### config.mk
export PLATFORM = sky130hd
export DESIGN_NAME = freq_counter_mc
export DESIGN_NICKNAME = d
export VERILOG_FILES = /design/src/rtl/freq_counter_pkg.sv /design/src/rtl/freq_edge_ch.sv /design/src/rtl/freq_counter_mc.sv
export SDC_FILE = /design/constraint.sdc
export NUM_CORES = 1
export LEC_CHECK = 0
export CAP_MARGIN = 20
export CORE_ASPECT_RATIO = 0.6
export CORE_MARGIN = 1.5
export CORE_UTILIZATION = 60
export CTS_CLUSTER_DIAMETER = 120
export DETAILED_ROUTE_END_ITERATION = 12
export PLACE_DENSITY = 0.92
export SYNTH_ARGS = -nofsm -noshare
export SYNTH_HDL_FRONTEND = slang
export SYNTH_SLANG_ARGS = --single-unit
### constraint.sdc
create_clock -name clk -period 3.74 [get_ports clk]
set_clock_uncertainty 0.2 [all_clocks]
set_input_delay 0.748 -clock clk [delete_from_list [all_inputs] [get_ports clk]]
set_output_delay 0.748 -clock clk [all_outputs]
set_load 0.05 [all_outputs]
### src/rtl/freq_counter_pkg.sv
// Shared defaults and the saturating-increment helper for the multi-channel frequency counter.
// Build option FREQ_SYNC_EN (see freq_edge_ch) selects synchronised edge detection.
package freq_counter_pkg;

  localparam int FC_NUM_CH      = 4;
  localparam int FC_CNT_W       = 16;
  localparam int FC_GATE_CYCLES = 100000000;
  localparam int FC_MAX_W       = 64;

  function automatic logic [FC_MAX_W-1:0] sat_inc(
    input logic [FC_MAX_W-1:0] val,
    input logic                inc,
    input logic                full
  );
    logic [FC_MAX_W-1:0] res;
    if (inc && !full) begin
      res = val + {{(FC_MAX_W-1){1'b0}}, 1'b1};
    end else begin
      res = val;
    end
    return res;
  endfunction

endpackage

### src/rtl/freq_edge_ch.sv
// One counter channel: optional 2-flop synchroniser (FREQ_SYNC_EN), rise detect,
// saturating window accumulator with sticky overflow, and the published count latch.
module freq_edge_ch
  import freq_counter_pkg::*;
#(
  parameter int CNT_W = FC_CNT_W
) (
  input  logic             clk,
  input  logic             rst_n,
  input  logic             sig,
  input  logic             gate_end,
  output logic [CNT_W-1:0] cnt_q,
  output logic             ovf_q
);

  logic d_s;

`ifdef FREQ_SYNC_EN
  logic [1:0] sync_r;

  // two-flop synchroniser; resets high so a level already high is not an edge
  always_ff @(posedge clk) begin
    if (!rst_n) begin
      sync_r <= 2'b11;
    end else begin
      sync_r <= {sync_r[0], sig};
    end
  end

  assign d_s = sync_r[1];
`else
  assign d_s = sig;
`endif

  logic             prev_r;
  logic             sat_r;
  logic             rise_s;
  logic             full_s;
  logic             hit_s;
  logic [CNT_W-1:0] acc_r;
  logic [CNT_W-1:0] sum_s;

  assign rise_s = d_s & ~prev_r;
  assign full_s = &acc_r;
  assign hit_s  = full_s & rise_s;
  assign sum_s  = CNT_W'(sat_inc(FC_MAX_W'(acc_r), rise_s, full_s));

  // accumulate within the window; at gate_end publish (edge included) and restart from zero
  always_ff @(posedge clk) begin
    if (!rst_n) begin
      prev_r <= 1'b1;
      acc_r  <= {CNT_W{1'b0}};
      sat_r  <= 1'b0;
      cnt_q  <= {CNT_W{1'b0}};
      ovf_q  <= 1'b0;
    end else begin
      prev_r <= d_s;
      if (gate_end) begin
        cnt_q <= sum_s;
        ovf_q <= sat_r | hit_s;
        acc_r <= {CNT_W{1'b0}};
        sat_r <= 1'b0;
      end else begin
        acc_r <= sum_s;
        sat_r <= sat_r | hit_s;
      end
    end
  end

endmodule

### src/rtl/freq_counter_mc.sv
// Multi-channel gated edge counter: one shared gate window, NUM_CH freq_edge_ch instances.
// Define FREQ_SYNC_EN when sigin comes from asynchronous pins.
module freq_counter_mc
  import freq_counter_pkg::*;
#(
  parameter int NUM_CH      = FC_NUM_CH,
  parameter int CNT_W       = FC_CNT_W,
  parameter int GATE_CYCLES = FC_GATE_CYCLES
) (
  input  logic                    clk,
  input  logic                    rst_n,
  input  logic [NUM_CH-1:0]       sigin,
  output logic [NUM_CH*CNT_W-1:0] freq,
  output logic                    freq_valid,
  output logic [NUM_CH-1:0]       ovf
);

  localparam int                GATE_W    = $clog2(GATE_CYCLES);
  localparam logic [GATE_W-1:0] GATE_LAST = GATE_W'(GATE_CYCLES - 1);

  logic [GATE_W-1:0] gate_cnt_r;
  logic              gate_end_s;

  assign gate_end_s = (gate_cnt_r == GATE_LAST);

  // gate window counter and the publish strobe that follows its last cycle
  always_ff @(posedge clk) begin
    if (!rst_n) begin
      gate_cnt_r <= {GATE_W{1'b0}};
      freq_valid <= 1'b0;
    end else begin
      gate_cnt_r <= gate_end_s ? {GATE_W{1'b0}} : gate_cnt_r + GATE_W'(1);
      freq_valid <= gate_end_s;
    end
  end

  for (genvar i = 0; i < NUM_CH; i++) begin : g_ch
    freq_edge_ch #(
      .CNT_W(CNT_W)
    ) u_ch (
      .clk     (clk),
      .rst_n   (rst_n),
      .sig     (sigin[i]),
      .gate_end(gate_end_s),
      .cnt_q   (freq[i*CNT_W +: CNT_W]),
      .ovf_q   (ovf[i])
    );
  end

endmodule

## Word level (Yosys, flattened, before mapping)

Cells that the tools add are included.

| operators by class | value |
|---|---|
| shift-type cells | 0 |
| order comparisons | 0 |
| bitwise gates (word level) | 17 |
| divide/modulo/power cells | 0 |
| equality and inequality tests | 1 |
| $add $sub $neg | 5 |
| mux-type cells | 4 |
| $mul | 0 |
| reductions and logical operators | 13 |

Operators with widths:

| operator | count |
|---|---|
| 16-bit by 1-bit adder with 16-bit output (second input constant) | 4 |
| 16-bit two-way mux | 4 |
| 16-bit AND reduction | 4 |
| 27-bit by 1-bit adder with 27-bit output (second input constant) | 1 |
| 27-bit == test (second input constant) | 1 |
| 1-bit AND | 8 |
| 1-bit NOT | 5 |
| 1-bit logical AND | 4 |
| 1-bit zero test | 4 |
| 1-bit OR | 4 |
| 2-bit OR reduction | 1 |

| word-level totals | value |
|---|---|
| bits of input ports | 6 |
| memories | 0 |
| logic and storage cells | 62 |
| memory bits (read-only) | 0 |
| RAM bits | 0 |
| output and inout port bits | 69 |
| bits in registers | 168 |
| bits in latches | 0 |

## Logic depth before layout (Yosys ltp)

| depth | value |
|---|---|
| word-level depth | 4 |
| mapped depth | 8 |
| mapped depth without buffers | 6 |

## Hierarchy

Synthesis repeated with hierarchy kept, for this count alone.

| unflattened totals | value |
|---|---|
| cell total of the unflattened synthesis | 848 |
| area, all modules | 7822.5 um^2 |

Modules (own cells, without submodules):

| module | cells each | instances | seq. area each (um^2) | area each (um^2) |
|---|---|---|---|---|
| freq_edge_ch | 173 | 4 | 700.7 | 1616.6 |
| freq_counter_mc | 156 | 1 | 560.5 | 1356.3 |

## Least setup slack after synthesis

No wires, ideal clock.

| timing | value |
|---|---|
| path type | reg-to-reg |
| start | reg gate_cnt_r[17] |
| end | reg g_ch[1].u_ch.cnt_q[2] |
| cell stages (with the launch flop) | 8 |
| setup slack | 1.423 ns |
| setup time | 0.117 ns |
| buffers on the path | 2 |
| arrival time | 2.000 ns |
| data required time | 3.423 ns |
| clock period less this slack | 2.317 ns |
| cell sequence | dfxtp_1 > or4b_1 > or4_1 > nor3_2 > nor2b_1 > buf_6 > buf_6 > a22o_1 |

| between the ends | value |
|---|---|
| longest elaborated chain between the ends | 1 |

RTL lines:

| element | line | RTL |
|---|---|---|
| start: declaration | freq_counter_mc.sv:21 | `logic [GATE_W-1:0] gate_cnt_r;` |
| start signal: assignment | freq_counter_mc.sv:29 | `gate_cnt_r <= {GATE_W{1'b0}};` |
| start signal: assignment | freq_counter_mc.sv:32 | `gate_cnt_r <= gate_end_s ? {GATE_W{1'b0}} : gate_cnt_r + GATE_W'(1);` |
| 27-bit == test | freq_counter_mc.sv:24 | `assign gate_end_s = (gate_cnt_r == GATE_LAST);` |
| end signal: assignment | freq_edge_ch.sv:54 | `cnt_q <= {CNT_W{1'b0}};` |
| end signal: assignment | freq_edge_ch.sv:59 | `cnt_q <= sum_s;` |
| end: declaration | freq_edge_ch.sv:12 | `output logic [CNT_W-1:0] cnt_q,` |

No other way between the ends.
A chain may end at the register's enable or synchronous reset.

## Worst setup path after layout

| timing | value |
|---|---|
| start | reg gate_cnt_r[17] |
| end | reg g_ch[3].u_ch.acc_r[10] |

| between the ends | value |
|---|---|
| longest elaborated chain between the ends | 2 |

RTL lines:

| element | line | RTL |
|---|---|---|
| 27-bit == test | freq_counter_mc.sv:24 |  |
| 2-bit OR reduction (no source line) | n/a |  |
| end signal: assignment | freq_edge_ch.sv:52 | `acc_r <= {CNT_W{1'b0}};` |
| end signal: assignment | freq_edge_ch.sv:61 | `acc_r <= {CNT_W{1'b0}};` |
| end signal: assignment | freq_edge_ch.sv:64 | `acc_r <= sum_s;` |
| end: declaration | freq_edge_ch.sv:40 | `logic [CNT_W-1:0] acc_r;` |

No other way between the ends.

==> flow_summary.ini <==
[power]
p_leak_nw = 2.64
ir_drop_v = 0.000356
power_frac_clock_pct = 48.6
sequentialPowerShare_pct = 49.4
pwr-share-comb_pct = 2.0
power_switching_uw = 770
swShare_pct = 21.1
p_int_mw = 2.88
power_density_nw_per_um2 = 457

[layout]
diodes = 0
fillers = 694
area_growth_syn_to_layout_pct = 21.5
post_route_cells_drive_above_1_share_pct = 5.77
nNetsFinal = 761

[yosys]
synthesis.area_sq_um = 6590
synth_edf_count = 0
synth_seq_cells = 168
synthSimpleGateAreaFrac_pct = 23.1
synthesis.instances = 680
dominantRegCellSynth = sky130_fd_sc_hd__dfxtp_1
synth_top_cells_by_area = sky130_fd_sc_hd__dfxtp_1 (51%), sky130_fd_sc_hd__o2bb2ai_1 (8.4%), sky130_fd_sc_hd__nor2_1 (6.4%)
syn_avg_cell_area_sq_um = 9.69
muxShareOfSynthArea_pct = 0.912
synth-adder-area-share_pct = 0.950
asyncSetResetFlopFracSynth_pct = 0
ys.warnings.count = 0
synth.lib_cells_used.distinct = 43
mappedNetlistNets = 691
synth_top_family_by_area = simple AND/OR/NAND/NOR gates
synth-compound-area-share_pct = 10.9
synthDominantCellAreaShare_pct = 51.1
synthXorXnorAreaFrac_pct = 10.1
ys_seq_area_share_pct = 51.1
synth_largest_area_cell = sky130_fd_sc_hd__dfxtp_1

[global_route]
grt_first_pass_wirelength_microns = 26800
track_usage_pct = 28.7
grt_start_max_net_pins = 81
first_global_vias = 5368
global_route.overflow_total = 0
initial_antenna_violation_count = 0

[clocking]
ctsLongestPathBuffers = 2
post_cts.resized_instances = 0
clock_insertion_delay_worst_skew_ns = 0.43
root_buffer = sky130_fd_sc_hd__clkbuf_16
clk_pin_slew_ns = 0.06
cts_hold_buffers = 0
cts_tree = built
post_cts_buffers = 0
number_of_buffers_created_by_cts = 17
tritoncts_num_sinks = 168
clock_tree.htree_level_count = 4

[die]
num_io_pins = 75
starting_density_of_the_core_pct = 62.0
std_cell_rows = 29
die_x_microns = 138
height_of_the_chip_microns = 84.2
core_area_sq_um = 10600
area_of_the_die_sq_um = 11600

[routing]
count_of_nets_left_with_antenna_violations_after_detail_routing = 0
routed-via-count = 5549
routed_via_density = 6.15
drt-initial-drc-count = 508
drc_errors = 0
detail_route.first_pass.iterations = 5
drt-wirelength-per-cell_microns = 18.0
wirelength_microns = 16300

[worst_setup_path]
setup.worst_path.end_class = flip-flop
reg2reg_slack_ns = 0.73
cp_data_required_time_ns = 3.83
worstPathArrival_ns = 3.10
cp_max_fo = 80
critical_path.startpoint_type = flip-flop
r2r-start = gate_cnt_r[17]
r2r.worst_path.cells = 6
reg2reg_to = g_ch[3].u_ch.acc_r[10]
classification_of_the_worst_setup_path = reg2reg

[timing]
rsz0062_at_grt = false
max_slew_margin_pct = 39.3
worst-slew-pin-transition_ns = 0.901
finalHoldWorstSlack_ns = 0.261
finalCriticalPeriod_ns = 3.01
setup_viol = 0
finalHoldViolCount = 0
timing.final.crit_share_pct = 80.4
timing.setup.tns_ns = 0
timing.final.max_slew_violations = 0
achievable-frequency_mhz = 332

[placement]
hpwlAfterDp_microns = 10300
quantity_of_i_o_buffers_inserted_on_ports = 74
place.gp.congestion = 0.893

[worst_hold_path]
worstHoldEndpoint = g_ch[3].u_ch.cnt_q[2]
hp-start = g_ch[3].u_ch.cnt_q[2]
class_of_the_worst_hold_path = reg2reg
worst_hold_path.num_cells = 1

[flow_run]
maxCapViolations = 0

[run_status]
outcome = finished clean
[cells in the final DEF, fill, tap and decap left out, types with 6 or more instances in the layout]
master,synthesis,layout
sky130_fd_sc_hd__clkdlybuf4s50_1,0,74
sky130_fd_sc_hd__nand4_1,30,30
sky130_fd_sc_hd__mux2i_1,6,6
sky130_fd_sc_hd__xnor2_1,42,42
sky130_fd_sc_hd__xor2_1,34,34
sky130_fd_sc_hd__and2_1,9,9
sky130_fd_sc_hd__buf_4,5,7
sky130_fd_sc_hd__o2bb2ai_1,63,63
sky130_fd_sc_hd__a21oi_1,6,6
sky130_fd_sc_hd__nand2_1,28,28
sky130_fd_sc_hd__nand2b_1,9,8
sky130_fd_sc_hd__nand3_1,37,36
sky130_fd_sc_hd__dfxtp_1,168,168
sky130_fd_sc_hd__nor2_1,113,113
sky130_fd_sc_hd__nor3_1,25,25
sky130_fd_sc_hd__and4_1,6,6
sky130_fd_sc_hd__clkbuf_16,0,17
sky130_fd_sc_hd__nor4_1,14,14
[layer usage]
layer	vias to the layer above	share of wire [%]	global-route usage (%)
met5	-	0	0
met4	0	2.9	15.5
met3	56	7.7	8.04
met2	267	47	46.0
met1	2643	42	35.6
li1	2583	-	-
[power by group through the flow]
stage	combinational, mW	sequential (mW)	clock [mW]
global placement	0.0656	1.84	0
global route	0.0767	1.81	1.87
CTS	0.0708	1.81	1.78
floorplan	0.0517	1.84	0
finish	0.0720	1.81	1.77
detailed placement	0.0694	1.85	0
[flip-flops by register name (all words and copies together) (netlist names)]
| register | flops |
|---|---|
| g_ch.u_ch.ovf_q | 4 |
| g_ch.u_ch.sat_r | 4 |
| gate_cnt_r | 27 |
| g_ch.u_ch.acc_r | 64 |
| g_ch.u_ch.prev_r | 4 |
| freq_valid | 1 |
| g_ch.u_ch.cnt_q | 64 |
[cell families after synthesis]
kind of cell,Yosys count
fa+ha+maj,5
buf+inv,35
simple gates,303
compound gates,87
xor+xnor,76
mux,6
flops,168
[through the flow]
| step | cells | worst slack (ns) | utilization [%] | area (sq um) | power [mW] |
|---|---|---|---|---|---|
| after floorplan | 680 | 1.42 | - | 6590 | 1.90 |
| final | 902 | 0.731 | 75.3 | 8000 | 3.65 |
| after detailed placement | 870 | 0.799 | 69.7 | 7410 | 1.92 |
| after CTS | 902 | 0.761 | 75.3 | 8000 | 3.66 |
| after global routing | 902 | 0.688 | 75.3 | 8000 | 3.75 |
| after global placement | 870 | 0.883 | 69.7 | 7410 | 1.91 |
[worst max-delay path by stage]
stage	start	endpoint	slack, ns	cells after the start
floorplan	gate_cnt_r[17]	g_ch[1].u_ch.cnt_q[2]	1.42	7
CTS	gate_cnt_r[17]	g_ch[0].u_ch.acc_r[9]	0.76	6
global route	gate_cnt_r[17]	g_ch[1].u_ch.acc_r[8]	0.69	6
global placement	rst_n	g_ch[1].u_ch.cnt_q[2]	0.88	4
detailed placement	rst_n	g_ch[2].u_ch.cnt_q[2]	0.80	4
finish	gate_cnt_r[17]	g_ch[3].u_ch.acc_r[10]	0.73	6
[synth_stat cells, types with 2 or more instances]
master                      count
sky130_fd_sc_hd__or4_1          3
sky130_fd_sc_hd__inv_1          4
sky130_fd_sc_hd__and3_1         5
sky130_fd_sc_hd__and4_1         6
sky130_fd_sc_hd__nand2_1       28
sky130_fd_sc_hd__nor2b_1        6
sky130_fd_sc_hd__nor4_1        14
sky130_fd_sc_hd__nor3_1        25
sky130_fd_sc_hd__a31oi_1        5
sky130_fd_sc_hd__nand3_1       37
sky130_fd_sc_hd__buf_6          4
sky130_fd_sc_hd__or3_1          2
sky130_fd_sc_hd__nand2b_1       9
sky130_fd_sc_hd__dfxtp_1      168
sky130_fd_sc_hd__buf_2         13
sky130_fd_sc_hd__and2_1         9
sky130_fd_sc_hd__nor3b_1        2
sky130_fd_sc_hd__o2bb2ai_1     63
sky130_fd_sc_hd__buf_4          5
sky130_fd_sc_hd__nand4_1       30
sky130_fd_sc_hd__a21oi_1        6
sky130_fd_sc_hd__o21ai_0        3
sky130_fd_sc_hd__a22o_1         4
sky130_fd_sc_hd__nand4b_1       3
sky130_fd_sc_hd__ha_1           5
sky130_fd_sc_hd__nor4b_1        3
sky130_fd_sc_hd__nand3b_1       3
sky130_fd_sc_hd__mux2i_1        6
sky130_fd_sc_hd__nor2_1       113
sky130_fd_sc_hd__xor2_1        34
sky130_fd_sc_hd__xnor2_1       42
sky130_fd_sc_hd__clkbuf_1       9
[layout make-up]
type / instances / area (sq um) / area share [%]
multi-input cells: 477 / 3040 / 38.0
clock buffers: 20 / 447 / 5.58
clock inverters: 12 / 149 / 1.86
flip-flops and latches: 168 / 3360 / 42.0
well taps: 139 / 174 / 2.17
inverters: 4 / 15.0 / 0.188
repair buffers: 82 / 813 / 10.2
[worst max-delay path, cell delays in order, from the launching register on]
cell and delay [ns]:
sky130_fd_sc_hd__dfxtp_1 0.36, sky130_fd_sc_hd__or4b_1 0.56, sky130_fd_sc_hd__or4_1 0.56, sky130_fd_sc_hd__nor3_2 0.33
sky130_fd_sc_hd__nand2b_2 0.35, sky130_fd_sc_hd__buf_12 0.34, sky130_fd_sc_hd__nor2_1 0.12
Power figures use the tool's default switching activity.
